File: src/rtl/jtopl_pg_seq.sv
// jtopl_pg_seq: time-multiplexed OPL phase-generator sequencer with a shared phase adder
module jtopl_pg_sum (
  input  logic [3:0]  i_mul,
  input  logic [18:0] i_phase_in,
  input  logic        i_pg_rst,
  input  logic [16:0] i_phinc_pure,
  output logic [18:0] o_phase_out
);
  localparam logic [4:0] FAC [0:15] = '{5'd1, 5'd2, 5'd4, 5'd6, 5'd8, 5'd10, 5'd12, 5'd14,
                                        5'd16, 5'd18, 5'd20, 5'd20, 5'd24, 5'd24, 5'd30, 5'd30};
  logic [21:0] w_prod;
  // multiplier factors are stored doubled so mul=0 (x0.5) stays integer; drop the extra bit after the product
  always_comb begin
    w_prod = 22'(i_phinc_pure) * 22'(FAC[i_mul]);
    o_phase_out = i_pg_rst ? 19'd0 : i_phase_in + w_prod[19:1];
  end
endmodule

module jtopl_pg_seq #(
  parameter int SLOTS = 18,
  parameter int SW    = 5
) (
  input  logic          clk,
  input  logic          rst,
  input  logic          cen,
  input  logic          cfg_we,
  input  logic [SW-1:0] cfg_slot,
  input  logic [9:0]    cfg_fnum,
  input  logic [2:0]    cfg_block,
  input  logic [3:0]    cfg_mul,
  input  logic          kon_we,
  input  logic [SW-1:0] kon_slot,
  input  logic          kon,
  output logic [SW-1:0] op_slot,
  output logic [9:0]    op_phase,
  output logic          op_valid,
  output logic          zero
);
  localparam logic [SW-1:0] LAST = SW'(SLOTS - 1);
  logic [SW-1:0]    r_cnt;
  logic [18:0]      r_phase [SLOTS];
  logic [9:0]       r_fnum  [SLOTS];
  logic [2:0]       r_block [SLOTS];
  logic [3:0]       r_mul   [SLOTS];
  logic [SLOTS-1:0] r_kon;
  logic [SLOTS-1:0] r_pend;
  logic             r_v0;
  logic [SW-1:0]    r_s1;
  logic [18:0]      r_ph_in;
  logic [16:0]      r_phinc;
  logic [3:0]       r_mul1;
  logic             r_pend1;
  logic [16:0]      w_phinc;
  logic [18:0]      w_phase_out;

  assign w_phinc = {7'b0, r_fnum[r_cnt]} << r_block[r_cnt];

  jtopl_pg_sum u_sum (
    .i_mul        (r_mul1),
    .i_phase_in   (r_ph_in),
    .i_pg_rst     (r_pend1),
    .i_phinc_pure (r_phinc),
    .o_phase_out  (w_phase_out)
  );

  // two-stage slot pipeline; key-on set is written last so it beats the stage-1 clear of the same slot
  always_ff @(posedge clk) begin
    if (rst) begin
      r_cnt    <= '0;
      r_kon    <= '0;
      r_pend   <= '0;
      r_v0     <= 1'b0;
      r_s1     <= '0;
      r_ph_in  <= '0;
      r_phinc  <= '0;
      r_mul1   <= '0;
      r_pend1  <= 1'b0;
      op_slot  <= '0;
      op_phase <= '0;
      op_valid <= 1'b0;
      zero     <= 1'b0;
      for (int i = 0; i < SLOTS; i++) begin
        r_phase[i] <= '0;
        r_fnum[i]  <= '0;
        r_block[i] <= '0;
        r_mul[i]   <= '0;
      end
    end else if (cen) begin
      r_cnt   <= r_cnt == LAST ? '0 : r_cnt + 1'b1;
      r_v0    <= 1'b1;
      r_s1    <= r_cnt;
      r_ph_in <= r_phase[r_cnt];
      r_phinc <= w_phinc;
      r_mul1  <= r_mul[r_cnt];
      r_pend1 <= r_pend[r_cnt];
      if (r_v0) begin
        r_phase[r_s1] <= w_phase_out;
        r_pend[r_s1]  <= 1'b0;
        op_phase      <= w_phase_out[18:9];
        op_slot       <= r_s1;
        op_valid      <= 1'b1;
        zero          <= r_s1 == '0;
      end
      if (cfg_we && cfg_slot <= LAST) begin
        r_fnum[cfg_slot]  <= cfg_fnum;
        r_block[cfg_slot] <= cfg_block;
        r_mul[cfg_slot]   <= cfg_mul;
      end
      if (kon_we && kon_slot <= LAST) begin
        r_kon[kon_slot] <= kon;
        if (kon && !r_kon[kon_slot]) r_pend[kon_slot] <= 1'b1;
      end
    end
  end
endmodule
File: config.mk
export PLATFORM = sky130hd
export DESIGN_NAME = jtopl_pg_seq
export DESIGN_NICKNAME = d
export VERILOG_FILES = /design/src/rtl/jtopl_pg_seq.sv
export SDC_FILE = /design/constraint.sdc
export NUM_CORES = 2
export LEC_CHECK = 0
export ABC_AREA = 1
export CORE_MARGIN = 10
export CORE_UTILIZATION = 40
export DETAILED_ROUTE_END_ITERATION = 16
export HOLD_SLACK_MARGIN = 0.12
export RECOVER_POWER = 100
export SYNTH_ARGS = -nofsm -noshare
export SYNTH_HDL_FRONTEND = slang
export SYNTH_HIERARCHICAL = 1
export SYNTH_SLANG_ARGS = --single-unit
export TNS_END_PERCENT = 30
File: constraint.sdc
create_clock -name clk -period 12.6 [get_ports clk]
set_clock_uncertainty 0.2 [all_clocks]
set_input_delay 2.52 -clock clk [delete_from_list [all_inputs] [get_ports clk]]
set_output_delay 2.52 -clock clk [all_outputs]
set_load 0.02 [all_outputs]
Yosys cells after proc, flatten, opt, wreduce, memory -nomap -nowiden --
Memories as Yosys holds them, arrays and structs flattened. A register that Yosys moved wholly into a read port is not among the register bits. Cells that the tools add are included.
Word-level totals: bits of input ports 33, bits in writable memories 648, memories kept 5, bits in registers 82, memory bits (read-only) 80, logic and storage cells 90, output and inout port bits 17
Cells by class: multiplexer cells 44, bitwise operators 4, add/sub/neg operators 2, eq/ne operators 1, reductions and logical operators 13, $lt $le $gt $ge 8, multipliers 1, shifts and indexed selects 1
Memories:
- r_phase | depth 18, width 19, rd ports 1, clocked after Yosys merged registers in 1, write ports 18, RTL line 41 | logic [18:0] r_phase [SLOTS];
- r_fnum | depth 18, width 10, rd ports 1, clocked after Yosys merged registers in 1, write ports 18, RTL line 42 | logic [9:0] r_fnum [SLOTS];
- (name not given) | depth 16, width 5, rd ports 1, clocked after Yosys merged registers in 0, write ports 0, RTL line 14 | w_prod = 22'(i_phinc_pure) * 22'(FAC[i_mul]);
- r_mul | depth 18, width 4, rd ports 1, clocked after Yosys merged registers in 1, write ports 18, RTL line 44 | logic [3:0] r_mul [SLOTS];
- r_block | depth 18, width 3, rd ports 1, clocked after Yosys merged registers in 1, write ports 18, RTL line 43 | logic [2:0] r_block [SLOTS];
Operator list (number):
- $mux 18 | 5
- $mux 5 | 11
- $mux 19 | 2
- $mul 17x5->20 | 1
- $add 19x19->19 | 1
- $reduce_or 19->1 | 1
- $and 18x18->18 | 1
- $bwmux 18 | 1
- $lt 5x6->1 const B | 3
- $mux 1 | 18
- $not 18->18 | 1
- $or 18x18->18 | 1
- $shl 10x3->17 | 1
- $bmux 1 s5 | 2
- $demux 1 s5 | 2
- $ge 5x1->1 const B | 2
- $le 5x5->1 const B | 2
- $mux 10 | 1
- $reduce_or 10->1 | 1
- $add 5x1->5 const B | 1
- $eq 5x5->1 const B | 1
- $ge 5x5->1 const B | 1
- $logic_and 1x1->1 | 5
- $logic_not 5->1 | 1
- 7 further kinds | 8

Longest topological paths before layout --
depth after elaboration 12, gate-level depth with buffers 38, mapped depth without buffers 37

Cells and area by module --
The synthesis kept the hierarchy.
Modules (own cells, without submodules):
- jtopl_pg_seq | area each 53432.5 um^2, cells an instance 4980, instances 1, seq. area each 36795.3 um^2
- jtopl_pg_sum | area each 3990.1 um^2, cells an instance 641, instances 1, seq. area each 0.0 um^2

Worst setup path before layout --
OpenSTA, ideal clock, no wires.
path kind register to register, from register r_mul1[1] (read register of r_mul), to memory r_phase[5][17], data pin, setup time 0.141 ns, buffers on the path 2, period minus slack after synthesis 5.643 ns, required time 12.259 ns, setup slack 6.957 ns, arrival 5.302 ns, stages on the path, launching flop included 31, cells stage by stage dfxtp_1 -> buf_2 -> clkbuf_1 -> nand2_1 -> fa_1 -> fa_1 -> fa_1 -> inv_1 -> ha_1 -> nand2_1 -> nand3_2 -> nand2_1 -> nand2_1 -> nand3_1 -> nand2_1 -> nand2_1 -> nand2_1 -> xor2_1 -> ha_1 -> a21oi_1 -> a21boi_2 -> nor2_1 -> nor2_1 -> nand2_1 -> nand2_1 -> nand2_1 -> nor2_1 -> inv_1 -> nor2_1 -> inv_1 -> nor2_1
RTL lines:
- start, declared | RTL line 51 | logic [3:0] r_mul1;
- end, declared | RTL line 41

==> metrics.md <==
| Metric | Value |
|---|---|
| Total CTS buffers | `135` |
| Final core area utilization | `45.1%` |
| Least-Margin Pin Slew | `4.28 ns` |
| Final #Nets | `5857` |
| Clock Pin Slew Worst Setup and Hold Paths | `0.06 ns` |
| Largest net degree at the start of global routing | `191` |
| Status | `complete, but fails checks` |
| DIE AREA | `0.159 mm2` |
| Vias in the first global route | `39985` |
| Chip Width | `399 um` |
| Vias | `42001` |
| Pwr dens | `152 mW/mm2` |
| Worst endpoint required time | `12.99 ns` |
| Final Wtd Congestion | `0.860` |
| Failing checks | `capacitance limit, slew limit` |
| FP Rows | `138` |
| FF+latch count, synth | `1262` |
| Die Ht | `399 um` |
| Fmax | `115 MHz` |
| Hold WS | `0.265 ns` |
| Finished Cell Area | `0.0640 mm2` |
| Max Fanout on Critical Path | `20` |
| IO Port Bufs | `49` |
| Fin cells | `7733` |
| Peak supply drop | `0.118 mV` |
| Ys async rst share | `0%` |
| Global-route wire length before repair | `253000 um` |
| Final Cycle Share | `68.9%` |
| Clock latency on the worst-skew pair | `0.78 ns` |
| Final Slew Violations | `546` |
| Most common cell in the netlist | `edfxtp_1` |
| DRT Wirelength | `169000 um` |
| GRT Util Overall | `20.8%` |
| Antenna violations before repair | `2` |
| H-tree level count | `4` |
| Sequential area share after synthesis | `64.1%` |
| Initial DRC count | `4533` |
| Worst Hold Class | `reg -> reg` |
| Pre-antenna DRT Iters | `7` |
| Worst setup EP type | `register` |
| CORE AREA | `0.142 mm2` |
| # Post-CTS Setup Buffers | `0` |
| ANT nets after route | `0` |
| Congestion Overflow GR | `0` |
| Layout area overhead | `11.5%` |
| Placed insts | `7486` |
| Avg Synthesized Cell Area | `10.2 um2` |
| Max Cap Viol | `22` |
| Lkg Pwr | `23.8 nW` |
| # diodes | `0` |
| Post-DP Area | `0.0600 mm2` |
| Clk sink count | `1262` |
| CTS tree | `built` |
| Crit path kind | `reg -> reg` |
| WP data arrival | `9.08 ns` |
| DRC | `0` |
| Setup WS post-layout | `3.92 ns` |
| I/O Pins | `50` |
| Synth Cell Area | `0.0574 mm2` |
| CTS root buf | `clkbuf_16` |
| Area leader, netlist | `edfxtp_1` |
| Drt wl/cell | `21.8 um` |
| Post-synth top cells | `edfxtp_1 (1152), nor2_1 (1151), nand2_1 (1011), o21ai_0 (443), nand3_1 (434)` |
| Total Neg Setup Slack | `0 ns` |
| Multi-input gate area in the final layout | `0.0183 mm2` |
| Synth area leaders | `edfxtp_1 (60%), nor2_1 (7.5%), nand2_1 (6.6%), o21ai_0 (3.9%), dfxtp_1 (3.8%)` |
| YS warnings | `6` |
| DR vias/cell | `5.43` |
| Pwr Total | `9.75 mW` |
| Placed wire-length estimate | `100000 um` |
| Post-CTS Resized | `0` |
| Hold Vio Cnt, Final | `0` |
| Post-CTS Hold Buffers | `0` |
| Register area | `0.0368 mm2` |
| Post-synth EDFFs | `1152` |
| Fill cell count | `13375` |
| Synth unique cells | `52` |
| Worst Setup Start Kind | `register` |
| Setup violations, final | `0` |
| Pre-CTS setup slack | `4.89 ns` |
| Worst rel slew slack | `-185%` |
| Ys flop type | `edfxtp_1` |
| Yosys top cell area share | `60.2%` |
| Mapped Cells | `5621` |
| Layout cells sized above 1 | `4.57%` |
| RSZ-0062 raised after global routing | `false` |
| Tmin final | `8.68 ns` |
| Clk buf depth | `3` |
| Initial core utilization | `40.4%` |
==> sequential cells by signal (all words and copies together), names as in the netlist, 4 cells and up, named ones only <==
| register | cells |
|---|---|
| r_phase | 608 |
| r_fnum | 320 |
| r_mul | 128 |
| r_block | 96 |
| r_ph_in | 19 |
| r_kon | 18 |
| r_pend | 18 |
| r_phinc | 17 |
| op_phase | 10 |
| op_slot | 5 |
| r_cnt | 5 |
| r_s1 | 5 |
| r_mul1 | 4 |
==> kinds of logic (layout without fill, tap and decap cells) <==
logic type                 after synthesis  after routing  share of synthesized area, %
and+or+nand+nor                       2674           2674                          19.0
DFF                                   1262           1262                          64.1
AOI/OAI and AO/OA                      866            866                          8.72
buffers and inverters                  710            695                          5.37
adders and majority gates               91             91                          2.57
xor gates and xnor gates                17             17                         0.259
other                                    1            238                       0.00653
==> cell usage in the layout, fill, tap and decap left out, types with 5 or more instances in the layout <==
master and instances:
a21o_1 5, a21oi_1 91, a22o_1 77, a22oi_1 9
buf_4 29, bufinv_16 13, clkbuf_1 59, clkbuf_16 139
clkbuf_8 8, clkdlybuf4s50_1 30, clkinv_1 31, clkinv_2 12
clkinvlp_4 5, conb_1 238, dfxtp_1 105, dlygate4sd3_1 18
edfxtp_1 1152, fa_1 45, ha_1 46, inv_1 330
inv_6 5, nand2_1 1029, nand2_2 8, nand3_1 437
nand3_2 8, nand4_1 8, nor2_1 1152, nor2_2 6
nor2_4 5, nor3_1 14, o21ai_0 449, o21ai_1 28
o21bai_1 5, o22ai_1 187, xor2_1 13
==> report_power, final <==
group	leakage [nW]	switching [mW]	total (mW)	internal [mW]
Combinational	9.82	0.719	0.954	0.236
Clock	2.14	1.65	4.00	2.34
Sequential	11.8	0.0829	4.80	4.72
Total	23.8	2.45	9.75	7.30
==> worst paths after layout <==
check / start / to / slack [ns] / cells after the start
worst max-delay path: r_mul1[3]$_SDFFE_PP0P_ / r_phase[0][13]$_SDFFCE_PN0P_ / 3.92 / 25
worst min-delay path: r_pend[1]$_SDFFE_PP0P_ / r_pend[1]$_SDFFE_PP0P_ / 0.27 / 2
worst min register to register: r_pend[1]$_SDFFE_PP0P_ / r_pend[1]$_SDFFE_PP0P_ / 0.27 / 2
worst max register to register: r_mul1[3]$_SDFFE_PP0P_ / r_phase[0][13]$_SDFFCE_PN0P_ / 3.92 / 25
==> routing by layer <==
layer	vias to the layer above	GRT usage, %	part of all wire [%]
met4	0	6.52	2.7
met2	1932	32.8	46
met5	-	0	0
li1	19197	-	-
met3	254	3.86	9.6
met1	20618	29.1	42
==> cell type report <==
class | count | area share, %
inverter | 344 | 2.05
sequential | 1262 | 57.5
tap | 1890 | 3.69
clock buffer | 182 | 5.81
multi-input combinational | 3886 | 28.5
timing repair buffer | 104 | 1.30
clock inverter | 65 | 1.10
==> critical path, stage by stage, from the launching register on <==
cell and delay [ns]:
dfxtp_1 0.80, nand2_1 0.15, o21ai_0 1.36, nor2_1 0.16, fa_1 0.60, inv_1 0.05
fa_1 0.49, inv_1 0.05, ha_1 0.33, a21oi_1 0.20, nand2_2 0.08, a21oi_1 0.30
o21ai_0 0.26, nand2_1 0.11, nand2_1 0.07, xor2_1 0.17, ha_1 0.36, nand2_1 0.12
inv_1 0.07, a21boi_0 0.39, a21oi_1 0.13, nor2_1 0.15, inv_1 0.42, nor2_1 1.01
inv_1 0.30, nor2_1 0.17
Note: power is estimated with default switching activity, not from simulation.
